===== src/rtl/uart_prog_loader.sv =====
// UART program loader: receives 8N1 bytes on a pad input, packs them into
// little-endian 32-bit words, writes them sequentially into instruction
// memory and releases the core reset once a terminating word arrives or the
// memory is full.
module uart_prog_loader #(
    parameter int          CLKS_PER_BIT = 434,
    parameter int          ADDR_W       = 13,
    parameter logic [31:0] END_WORD     = 32'h00000FFF
) (
    input  logic              wb_clk_i,
    input  logic              wb_rst_i,
    input  logic              rx_i,
    input  logic              en_i,
    output logic              mem_we_o,
    output logic [ADDR_W-1:0] mem_addr_o,
    output logic [31:0]       mem_wdata_o,
    output logic [ADDR_W:0]   word_count_o,
    output logic              busy_o,
    output logic              done_o,
    output logic              ovf_o,
    output logic              frame_err_o,
    output logic              core_rst_o
);

    localparam int                CNT_W     = $clog2(CLKS_PER_BIT);
    localparam logic [CNT_W-1:0]  HALF_M1   = CNT_W'(CLKS_PER_BIT / 2 - 1);
    localparam logic [CNT_W-1:0]  FULL_M1   = CNT_W'(CLKS_PER_BIT - 1);
    localparam logic [ADDR_W-1:0] LAST_ADDR = {ADDR_W{1'b1}};

    typedef enum logic [2:0] {
        S_IDLE      = 3'd0,
        S_START     = 3'd1,
        S_DATA      = 3'd2,
        S_STOP      = 3'd3,
        S_WAIT_HIGH = 3'd4
    } rx_state_e;

    // Synchroniser stages
    logic rx_meta_q;
    logic rx_s_q;

    // Receiver state
    rx_state_e        state_q,      state_d;
    logic [CNT_W-1:0] cnt_q,        cnt_d;
    logic [2:0]       bit_idx_q,    bit_idx_d;
    logic [7:0]       shift_q,      shift_d;
    logic             byte_valid_q, byte_valid_d;

    // Word assembly and write-port state
    logic [1:0]        byte_idx_q,  byte_idx_d;
    logic [31:0]       word_q,      word_d;
    logic              eval_q,      eval_d;
    logic              we_q,        we_d;
    logic [ADDR_W-1:0] addr_q,      addr_d;
    logic [31:0]       wdata_q,     wdata_d;
    logic [ADDR_W:0]   count_q,     count_d;
    logic              done_q,      done_d;
    logic              ovf_q,       ovf_d;
    logic              frame_err_q, frame_err_d;

    // Two-flop synchroniser for the asynchronous pad input; idles high.
    always_ff @(posedge wb_clk_i) begin
        if (wb_rst_i) begin
            rx_meta_q <= 1'b1;
            rx_s_q    <= 1'b1;
        end else begin
            rx_meta_q <= rx_i;
            rx_s_q    <= rx_meta_q;
        end
    end

    // Receiver next-state: start-bit qualification, mid-bit sampling, stop check.
    always_comb begin
        state_d      = state_q;
        cnt_d        = cnt_q;
        bit_idx_d    = bit_idx_q;
        shift_d      = shift_q;
        byte_valid_d = 1'b0;
        frame_err_d  = frame_err_q;
        if (done_q || !en_i) begin
            // Loader finished or disabled: park the receiver, drop any partial byte.
            state_d   = S_IDLE;
            cnt_d     = '0;
            bit_idx_d = 3'd0;
        end else begin
            case (state_q)
                S_IDLE: begin
                    if (!rx_s_q) begin
                        state_d = S_START;
                        cnt_d   = '0;
                    end else begin
                        state_d = S_IDLE;
                    end
                end
                S_START: begin
                    if (cnt_q == HALF_M1) begin
                        cnt_d     = '0;
                        bit_idx_d = 3'd0;
                        // A line that is high again mid start bit was only a glitch.
                        if (!rx_s_q) begin
                            state_d = S_DATA;
                        end else begin
                            state_d = S_IDLE;
                        end
                    end else begin
                        cnt_d = cnt_q + CNT_W'(1'b1);
                    end
                end
                S_DATA: begin
                    if (cnt_q == FULL_M1) begin
                        cnt_d   = '0;
                        shift_d = {rx_s_q, shift_q[7:1]};
                        if (bit_idx_q == 3'd7) begin
                            state_d = S_STOP;
                        end else begin
                            bit_idx_d = bit_idx_q + 3'd1;
                        end
                    end else begin
                        cnt_d = cnt_q + CNT_W'(1'b1);
                    end
                end
                S_STOP: begin
                    if (cnt_q == FULL_M1) begin
                        cnt_d = '0;
                        if (rx_s_q) begin
                            byte_valid_d = 1'b1;
                            state_d      = S_IDLE;
                        end else begin
                            frame_err_d = 1'b1;
                            state_d     = S_WAIT_HIGH;
                        end
                    end else begin
                        cnt_d = cnt_q + CNT_W'(1'b1);
                    end
                end
                S_WAIT_HIGH: begin
                    if (rx_s_q) begin
                        state_d = S_IDLE;
                    end else begin
                        state_d = S_WAIT_HIGH;
                    end
                end
                default: begin
                    state_d = S_IDLE;
                    cnt_d   = '0;
                end
            endcase
        end
    end

    // Word assembly, evaluation of completed words and memory write generation.
    always_comb begin
        byte_idx_d = byte_idx_q;
        word_d     = word_q;
        eval_d     = 1'b0;
        we_d       = 1'b0;
        addr_d     = addr_q;
        wdata_d    = wdata_q;
        count_d    = count_q;
        done_d     = done_q;
        ovf_d      = ovf_q;
        if (!en_i) begin
            byte_idx_d = 2'd0;
        end else if (byte_valid_q && !done_q) begin
            word_d[{byte_idx_q, 3'b000} +: 8] = shift_q;
            byte_idx_d                        = byte_idx_q + 2'd1;
            eval_d                            = (byte_idx_q == 2'd3);
        end else begin
            byte_idx_d = byte_idx_q;
        end

        if (eval_q && !done_q) begin
            if (word_q == END_WORD) begin
                done_d = 1'b1;
            end else begin
                we_d    = 1'b1;
                addr_d  = count_q[ADDR_W-1:0];
                wdata_d = word_q;
                count_d = count_q + (ADDR_W + 1)'(1'b1);
                // The last address ends the load; the address never wraps.
                if (count_q[ADDR_W-1:0] == LAST_ADDR) begin
                    ovf_d  = 1'b1;
                    done_d = 1'b1;
                end else begin
                    ovf_d = ovf_q;
                end
            end
        end else begin
            we_d = 1'b0;
        end
    end

    // State register for the receiver, assembler and output registers.
    always_ff @(posedge wb_clk_i) begin
        if (wb_rst_i) begin
            state_q      <= S_IDLE;
            cnt_q        <= '0;
            bit_idx_q    <= 3'd0;
            shift_q      <= 8'h00;
            byte_valid_q <= 1'b0;
            byte_idx_q   <= 2'd0;
            word_q       <= 32'h0000_0000;
            eval_q       <= 1'b0;
            we_q         <= 1'b0;
            addr_q       <= '0;
            wdata_q      <= 32'h0000_0000;
            count_q      <= '0;
            done_q       <= 1'b0;
            ovf_q        <= 1'b0;
            frame_err_q  <= 1'b0;
        end else begin
            state_q      <= state_d;
            cnt_q        <= cnt_d;
            bit_idx_q    <= bit_idx_d;
            shift_q      <= shift_d;
            byte_valid_q <= byte_valid_d;
            byte_idx_q   <= byte_idx_d;
            word_q       <= word_d;
            eval_q       <= eval_d;
            we_q         <= we_d;
            addr_q       <= addr_d;
            wdata_q      <= wdata_d;
            count_q      <= count_d;
            done_q       <= done_d;
            ovf_q        <= ovf_d;
            frame_err_q  <= frame_err_d;
        end
    end

    assign mem_we_o     = we_q;
    assign mem_addr_o   = addr_q;
    assign mem_wdata_o  = wdata_q;
    assign word_count_o = count_q;
    assign done_o       = done_q;
    assign ovf_o        = ovf_q;
    assign frame_err_o  = frame_err_q;
    assign core_rst_o   = !done_q;
    assign busy_o       = !done_q && ((state_q != S_IDLE) || (byte_idx_q != 2'd0));

endmodule


===== config.mk =====
export PLATFORM = sky130hd
export DESIGN_NAME = uart_prog_loader
export DESIGN_NICKNAME = d
export VERILOG_FILES = /design/src/rtl/uart_prog_loader.sv
export SDC_FILE = /design/constraint.sdc
export NUM_CORES = 1
export LEC_CHECK = 0
export ABC_CLOCK_PERIOD_IN_PS = 5100
export BUFFER_PORTS_ARGS = -buffer_cell sky130_fd_sc_hd__buf_2
export CORE_ASPECT_RATIO = 0.9
export CORE_MARGIN = 3
export CORE_UTILIZATION = 45
export CTS_CLUSTER_SIZE = 10
export DETAILED_ROUTE_END_ITERATION = 7
export MAX_ROUTING_LAYER = met4
export PLACE_DENSITY = 0.61
export RECOVER_POWER = 100
export SKIP_LAST_GASP = 1
export SYNTH_ARGS = -nofsm -noshare
export SYNTH_HDL_FRONTEND = slang
export SYNTH_SLANG_ARGS = --single-unit

===== constraint.sdc =====
create_clock -name wb_clk_i -period 5.1 [get_ports wb_clk_i]
set_input_delay 1.02 -clock wb_clk_i [delete_from_list [all_inputs] [get_ports wb_clk_i]]
set_output_delay 1.02 -clock wb_clk_i [all_outputs]
set_load 0.02 [all_outputs]

== Word-level counts from Yosys, hierarchy flattened ==
Index checks and enable logic that the tools add are counted.

* Bits in registers: 124
* Input port bits: 4
* Output and inout port bits: 65
* Word-level logic and storage cells: 97

* Reduce and logical (&&, ||, !) cells: 27
* Add/subtract/negate cells: 5
* Shift-type cells: 2
* Equality and inequality tests: 16
* Mux-type cells: 21
* Bitwise gates (word level): 9

{| class="wikitable"
|+ Operator list
! kind !! number
|-
| 9-bit case mux with 4 select lines || 1
|-
| 32-bit bitwise mux || 1
|-
| 32-bit by 12-bit == test with 1-bit output (second input constant) || 1
|-
| 8-bit by 7-bit variable shift with 32-bit output (first input constant) || 1
|-
| 8-bit by 7-bit variable part select with 32-bit output || 1
|-
| 9-bit 2-to-1 mux || 3
|-
| 3-bit 2-to-1 mux || 8
|-
| 3-bit case mux with 5 select lines || 1
|-
| 14-bit by 1-bit adder with 14-bit output (second input constant) || 1
|-
| 13-bit == test (second input constant) || 1
|-
| 2-bit inequality test (second input constant) || 6
|-
| 4-bit AND reduction || 3
|-
| 9-bit by 1-bit adder with 9-bit output (second input constant) || 1
|-
| 9-bit by 8-bit == test with 1-bit output (second input constant) || 1
|-
| 9-bit == test (second input constant) || 1
|-
| 1-bit NOT || 9
|-
| 2-bit AND reduction || 4
|-
| 2-bit OR reduction || 4
|-
| 5-bit negator with 7-bit output || 1
|-
| 3-bit by 2-bit == test with 1-bit output (second input constant) || 2
|-
| 3-bit == test (second input constant) || 2
|-
| 3-bit case mux with 2 select lines || 1
|-
| 3-bit AND reduction || 2
|-
| 2-bit nonzero test || 3
|-
| other kinds (13) || 21
|}

== Longest topological paths before layout ==
Gate-level depths: netlist (run 1).

* Depth in word-level cells: 4
* Depth in mapped cells: 8
* Gate-level depth less buffers: 7

== Worst setup path before layout (run 1) ==
Ideal clock, no wire load.

* Path type: in2reg
* Start point: input port en_i
* End point: register word_q[0]
* Buffers on the path: 1
* Stages: 6
* Setup slack: 2.762 ns
* Required time: 5.034 ns
* Library setup time: 0.066 ns
* Arrival time: 2.272 ns
* Cells stage by stage: and3b_1 clkbuf_1 nand2_1 nor4b_2 a22oi_1 nor2_1

* Word-level cells in the longest chain between the ends: 1

{| class="wikitable"
|+ RTL lines
! what !! line !! source
|-
| start: declaration || 13 || <nowiki>input logic en_i,</nowiki>
|-
| 2-bit AND reduction (no line) || n/a ||
|-
| end signal: assignment || 218 || <nowiki>word_q <= word_d;</nowiki>
|-
| end: declaration || 51 || <nowiki>logic [31:0] word_q, word_d;</nowiki>
|}

Every way passes these cells.
A chain may end at the register's enable or synchronous reset.

== Worst setup path in the final report (run 1) ==
* Start point: register word_q[12]
* End point: register count_q[9] (netlist: word_count_o[9])

* Word-level cells in the longest chain between the ends: 3

{| class="wikitable"
|+ RTL lines
! what !! line !! source
|-
| 32-bit by 12-bit == test with 1-bit output || 173 || <nowiki>if (word_q == END_WORD) begin</nowiki>
|-
| 1-bit NOT (no line) || n/a ||
|-
| 2-bit AND reduction (no line) || n/a ||
|-
| end signal: assignment || 223 || <nowiki>count_q <= count_d;</nowiki>
|-
| end: declaration || 56 || <nowiki>logic [ADDR_W:0] count_q, count_d;</nowiki>
|}

Every way passes these cells.

==> metrics, run 1 <==
Vias=4334; synth warn=0; # IOs=69; CTS tree=built; Clock Skew=7.53 ps; DR WL/cell=14.5 um; Crit. End Element=flop; CTS sink cnt=124; Min-Delay Endpoint=rx_s_q; fin crit share=0.675; Core Footprint=11100 sq um; overall power=2.22 mW; Post-synth top flop=dfxtp_1; Syn Inst Count=600; Peak VDD IR=0.240 mV; register bit total from synthesis=124; WP data required=5390 ps; Post-DP HPWL=7990 um; WL final=11900 um; CTS root buf=clkbuf_16; Reg-to-Reg End=word_count_o[9]; largest net degree at the start of global routing=76; Peak Freq=290 MHz; worst r2r src=word_q[12]; pins over their slew limit=38; commonest cells in the netlist=dfxtp_1 (124), nand2_1 (114), a21oi_1 (56); crit path max fanout=56; CTS max path bufs=2; DRC=0; status=finished with violations; Die X=120 um; worst slew pin tran=1680 ps; Syn Nets=616; RD Place Congestion=0.818; Worst Hold Depth=1; syn_area_per_cell=8.73 sq um; Post-synth ARST share=0; setup bufs post-CTS=0; share of the synthesized area in the top cell type=0.474; Final Util=0.542; cell area after synthesis=5240 sq um; sequence of cells on the critical path=or4b_1, or4_1, o21ai_4, clkbuf_2, nor3_1, mux2_2; post-synthesis sequential area ratio=0.474; number of synthesized flops with an enable pin=0; final worst path period need=3440 ps; count leader, synth=dfxtp_1; Final setup viols=0; DIE AREA=13000 sq um; largest area contributor in the netlist=dfxtp_1; failing checks=capacitance limit, slew limit; Slew headroom=-0.121; dominant cells by area after synthesis=dfxtp_1 (47%), nand2_1 (8.2%), a21oi_1 (5.3%); WP data arrival=3740 ps; Worst path slowest cell=clkbuf_2; Setup TNS Final=0 ps; final hold vios=0; CTS H-tree depth=4; Critical Path Start Type=flop; Die Y=108 um; synth unique cells=56; Max Cap Viol=1; worst hold path type=flop to flop; crit path kind=flop to flop; Final #Nets=675; worst skew pair latency=410 ps; n_diodes=0; post-cts resize count=0; initial antenna violation count=0; share of cells above drive strength 1=0.109; Rows=36; Leak=2.04 nW; Reg clk slew, reported paths=60 ps; vias per cell=5.27; RSZ-0062 raised after global routing=false; Worst R2R Path Depth=6; r2r setup slk=1660 ps; Pwr Density=370 nW/um^2; CP peak stage delay=1030 ps; overall routing resource usage=0.199; drt initial violations=323; vias in the first global route=4136; hold_buf cts=0; worst hold start=rx_meta_q; # port buffers=68; first-pass GRT wire length=20400 um; final antenna-violating net count=0; CTS buffer count=17; GR Overflow Total=0; DR pass1 iterations=5; Initial Util=0.473; area delta synth->final=14.7%
[worst max-delay path: cells and delay by family (launching register included)]
family | cells | cell delay (ps)
flip-flops | 1 | 320
AND/OR/NAND/NOR | 3 | 1240
AO/OA/AOI/OAI | 1 | 340
buffers and inverters | 1 | 1030
multiplexers | 1 | 320
[power by group]
group          internal, mW  switching (mW)  leakage (nW)
logic               0.00568          0.0225         0.744
registers             0.971         0.00168         0.999
clock network         0.812           0.411         0.295
[kinds of logic (layout without fill, tap and decap cells)]
logic type | count (synthesis) | after routing | share of synthesized area
xor+xnor | 9 | 9 | 0.0150
flops | 124 | 124 | 0.474
simple gates | 285 | 285 | 0.268
mux | 10 | 10 | 0.0193
fa+ha+maj | 12 | 12 | 0.0287
compound gates | 123 | 123 | 0.153
buf+inv | 37 | 107 | 0.0420
[worst max-delay path by stage]
| stage | startpoint | end |
|---|---|---|
| 2_1_floorplan | en_i | word_q[0] |
| 6_report | word_q[12] | word_count_o[9] |
| 4_1_cts | word_q[12] | word_count_o[9] |
| 3_5_place_dp | word_q[12] | word_count_o[9] |
| 3_3_place_gp | word_q[12] | word_count_o[9] |
| 5_1_grt | wb_rst_i | word_q[26] |
[flip-flops by register name (all words and copies together) (netlist names), 2 cells and up]
signal        flops
cnt_q             9
shift_q           8
byte_idx_q        2
mem_addr_o       13
word_q           32
mem_wdata_o      32
state_q           3
word_count_o     14
bit_idx_q         3
[placed cells by master, fill, tap and decap left out, drive strengths merged, types with 8 or more instances in the layout]
cell type	count
nand3	33
o21ai	11
or4	8
nor2	45
nand2	142
a22oi	8
nand4	9
dfxtp	124
ha	12
clkbuf	93
a21oi	84
mux2i	9
[metrics by stage]
stage	instances	hold slack, ps	area [sq um]	worst slack (ps)
final	822	414	6010	1660
after CTS	822	417	6200	2200
after global placement	792	398	5600	2260
after detailed placement	792	400	5600	2200
after floorplan	600	389	5240	2760
after global routing	822	451	6010	1340
[metal layers]
metal  global-route usage  wire, um  vias up
li1                     -         -     2190
met1                0.262      5870     2014
met2                0.296      5300      119
met3               0.0424       648       11
met4               0.0850       127        0
met5                    -         0        -
[layout make-up]
class | instances | area [sq um]
Fill cell | 1125 | 5070
Sequential cell | 124 | 2480
Multi-Input combinational cell | 439 | 2440
Clock buffer | 23 | 488
Timing Repair Buffer | 71 | 270
Tap cell | 152 | 190
Clock inverter | 7 | 113
Inverter | 6 | 22.5
(Power assumes the default switching activity.)
==> inputs of run 2 (changes only) <==
Settings changed: ABC_CLOCK_PERIOD_IN_PS 5100 to 3100, PLACE_DENSITY 0.61 to 0.63.
Clock period 5.1 ns to 3.1 ns, I/O delays scaled along.
==> metrics, run 2 (same netlist as run 1, synthesis figures left out) <==
pins over their slew limit=38; initial antenna violation count=0; Final setup viols=0; WL final=12000 um; WP buf/inv=1; fin crit share=0.873; crit path kind=flop to flop; worst slew pin tran=1870 ps; CTS H-tree depth=4; CTS root buf=clkbuf_16; Core Footprint=11100 sq um; CTS tree=built; vias per cell=5.28; WP data arrival=2920 ps; Clock Skew=8.60 ps; Vias=4385; DIE AREA=13000 sq um; DRC=0; Critical Path Start Type=flop; Reg-to-Reg End=word_count_o[1]; Initial Util=0.473; Die X=120 um; worst hold path type=input pin to flop; worst r2r src=word_q[12]; Post-DP HPWL=8130 um; overall routing resource usage=0.198; Worst Hold Depth=2; n_diodes=0; final worst path period need=2710 ps; DR pass1 iterations=4; GR Overflow Total=0; crit path max fanout=17; Worst path slowest cell=or4_1; met1 Resource Use GR=0.254; sequence of cells on the critical path=or4b_1, or4_1, o21a_1, clkbuf_1, nand2_1, a21oi_2; Die Y=108 um; commonest non-fill, non-tap cell in the layout=dfxtp_1; Setup TNS Final=0 ps; CP peak stage delay=640 ps; status=finished with violations; critical path's top delay family=simple AND/OR/NAND/NOR gates; overall power=3.80 mW; Leak=2.09 nW; first-pass GRT wire length=20000 um; setup bufs post-CTS=0; Reg clk slew, reported paths=50 ps; Slew headroom=-0.248; Final #Nets=682; Worst R2R Path Depth=6; GRT busiest layer=met2; M3 GR Usage=0.0586; WP data required=3310 ps; Pwr Density=617 nW/um^2; vias in the first global route=4217; drt initial violations=191; post-cts resize count=0; DR WL/cell=14.4 um; share of cells above drive strength 1=0.131; r2r setup slk=390 ps; # IOs=69; failing checks=capacitance limit, slew limit; largest net degree at the start of global routing=40; Rows=36; final antenna-violating net count=0; area delta synth->final=17.5%; most frequent cells in the layout=dfxtp_1 (124), nand2_1 (122), clkbuf_1 (71), a21oi_1 (65), nor2_1 (45); final hold vios=0; CTS sink cnt=124; worst hold start=rx_i; RD Place Congestion=0.839; # port buffers=68; Min-Delay Endpoint=rx_meta_q; CTS buffer count=17; Post-DP Area=5670 sq um; Peak VDD IR=0.423 mV; Max Cap Viol=1; M2 GR Usage=0.302; Crit. End Element=flop; Hold Worst Slack=395 ps; CTS max path bufs=2; worst skew pair latency=410 ps; hold_buf cts=0; Layout fillers=1114; Peak Freq=369 MHz; RSZ-0062 raised after global routing=false; crit path from=word_q[12]; fin area=6150 sq um
[run 2: worst max path at each step]
stage / endpoint / slack (ps) / cells past startpoint
global placement: mem_wdata_o[27] / 690 / 6
floorplan: mem_addr_o[0] / 980 / 8
finish: word_count_o[1] / 390 / 6
CTS: word_count_o[5] / 600 / 6
global route: word_count_o[1] / 260 / 6
detailed placement: mem_wdata_o[26] / 630 / 6
[run 2: area by class of cell]
type / instances / area [sq um] / area share
clock buffers: 22 / 494 / 0.0803
clock inverters: 10 / 159 / 0.0258
inverters: 6 / 22.5 / 0.00366
multi-input cells: 439 / 2480 / 0.403
flip-flops and latches: 124 / 2480 / 0.403
well taps: 152 / 190 / 0.0309
repair buffers: 78 / 327 / 0.0531
[run 2: report_power, final]
| part | switching [mW] | leakage (nW) | internal (mW) |
|---|---|---|---|
| Combinational | 0.0393 | 0.771 | 0.0108 |
| Sequential | 0.00273 | 0.999 | 1.60 |
| Clock | 0.696 | 0.319 | 1.45 |
[run 2: metrics by stage]
step | instances | util | setup WS, ps
after floorplan | 600 | - | 984
after global placement | 799 | 0.512 | 687
after detailed placement | 799 | 0.512 | 633
after CTS | 831 | 0.571 | 601
after global routing | 831 | 0.555 | 264
final | 831 | 0.555 | 394
[run 2: worst reg2reg max path: cells and delay by family (launching register included)]
kind	cells	cell delay [ps]
AOI/OAI and AO/OA	2	510
buffers and inverters	1	350
and+or+nand+nor	3	1330
DFF	1	320
[run 2: layer usage]
layer / vias up / wire length [um]
li1: 2207 / -
met1: 2062 / 5820
met2: 100 / 5360
met3: 16 / 643
met4: 0 / 165
met5: - / 0
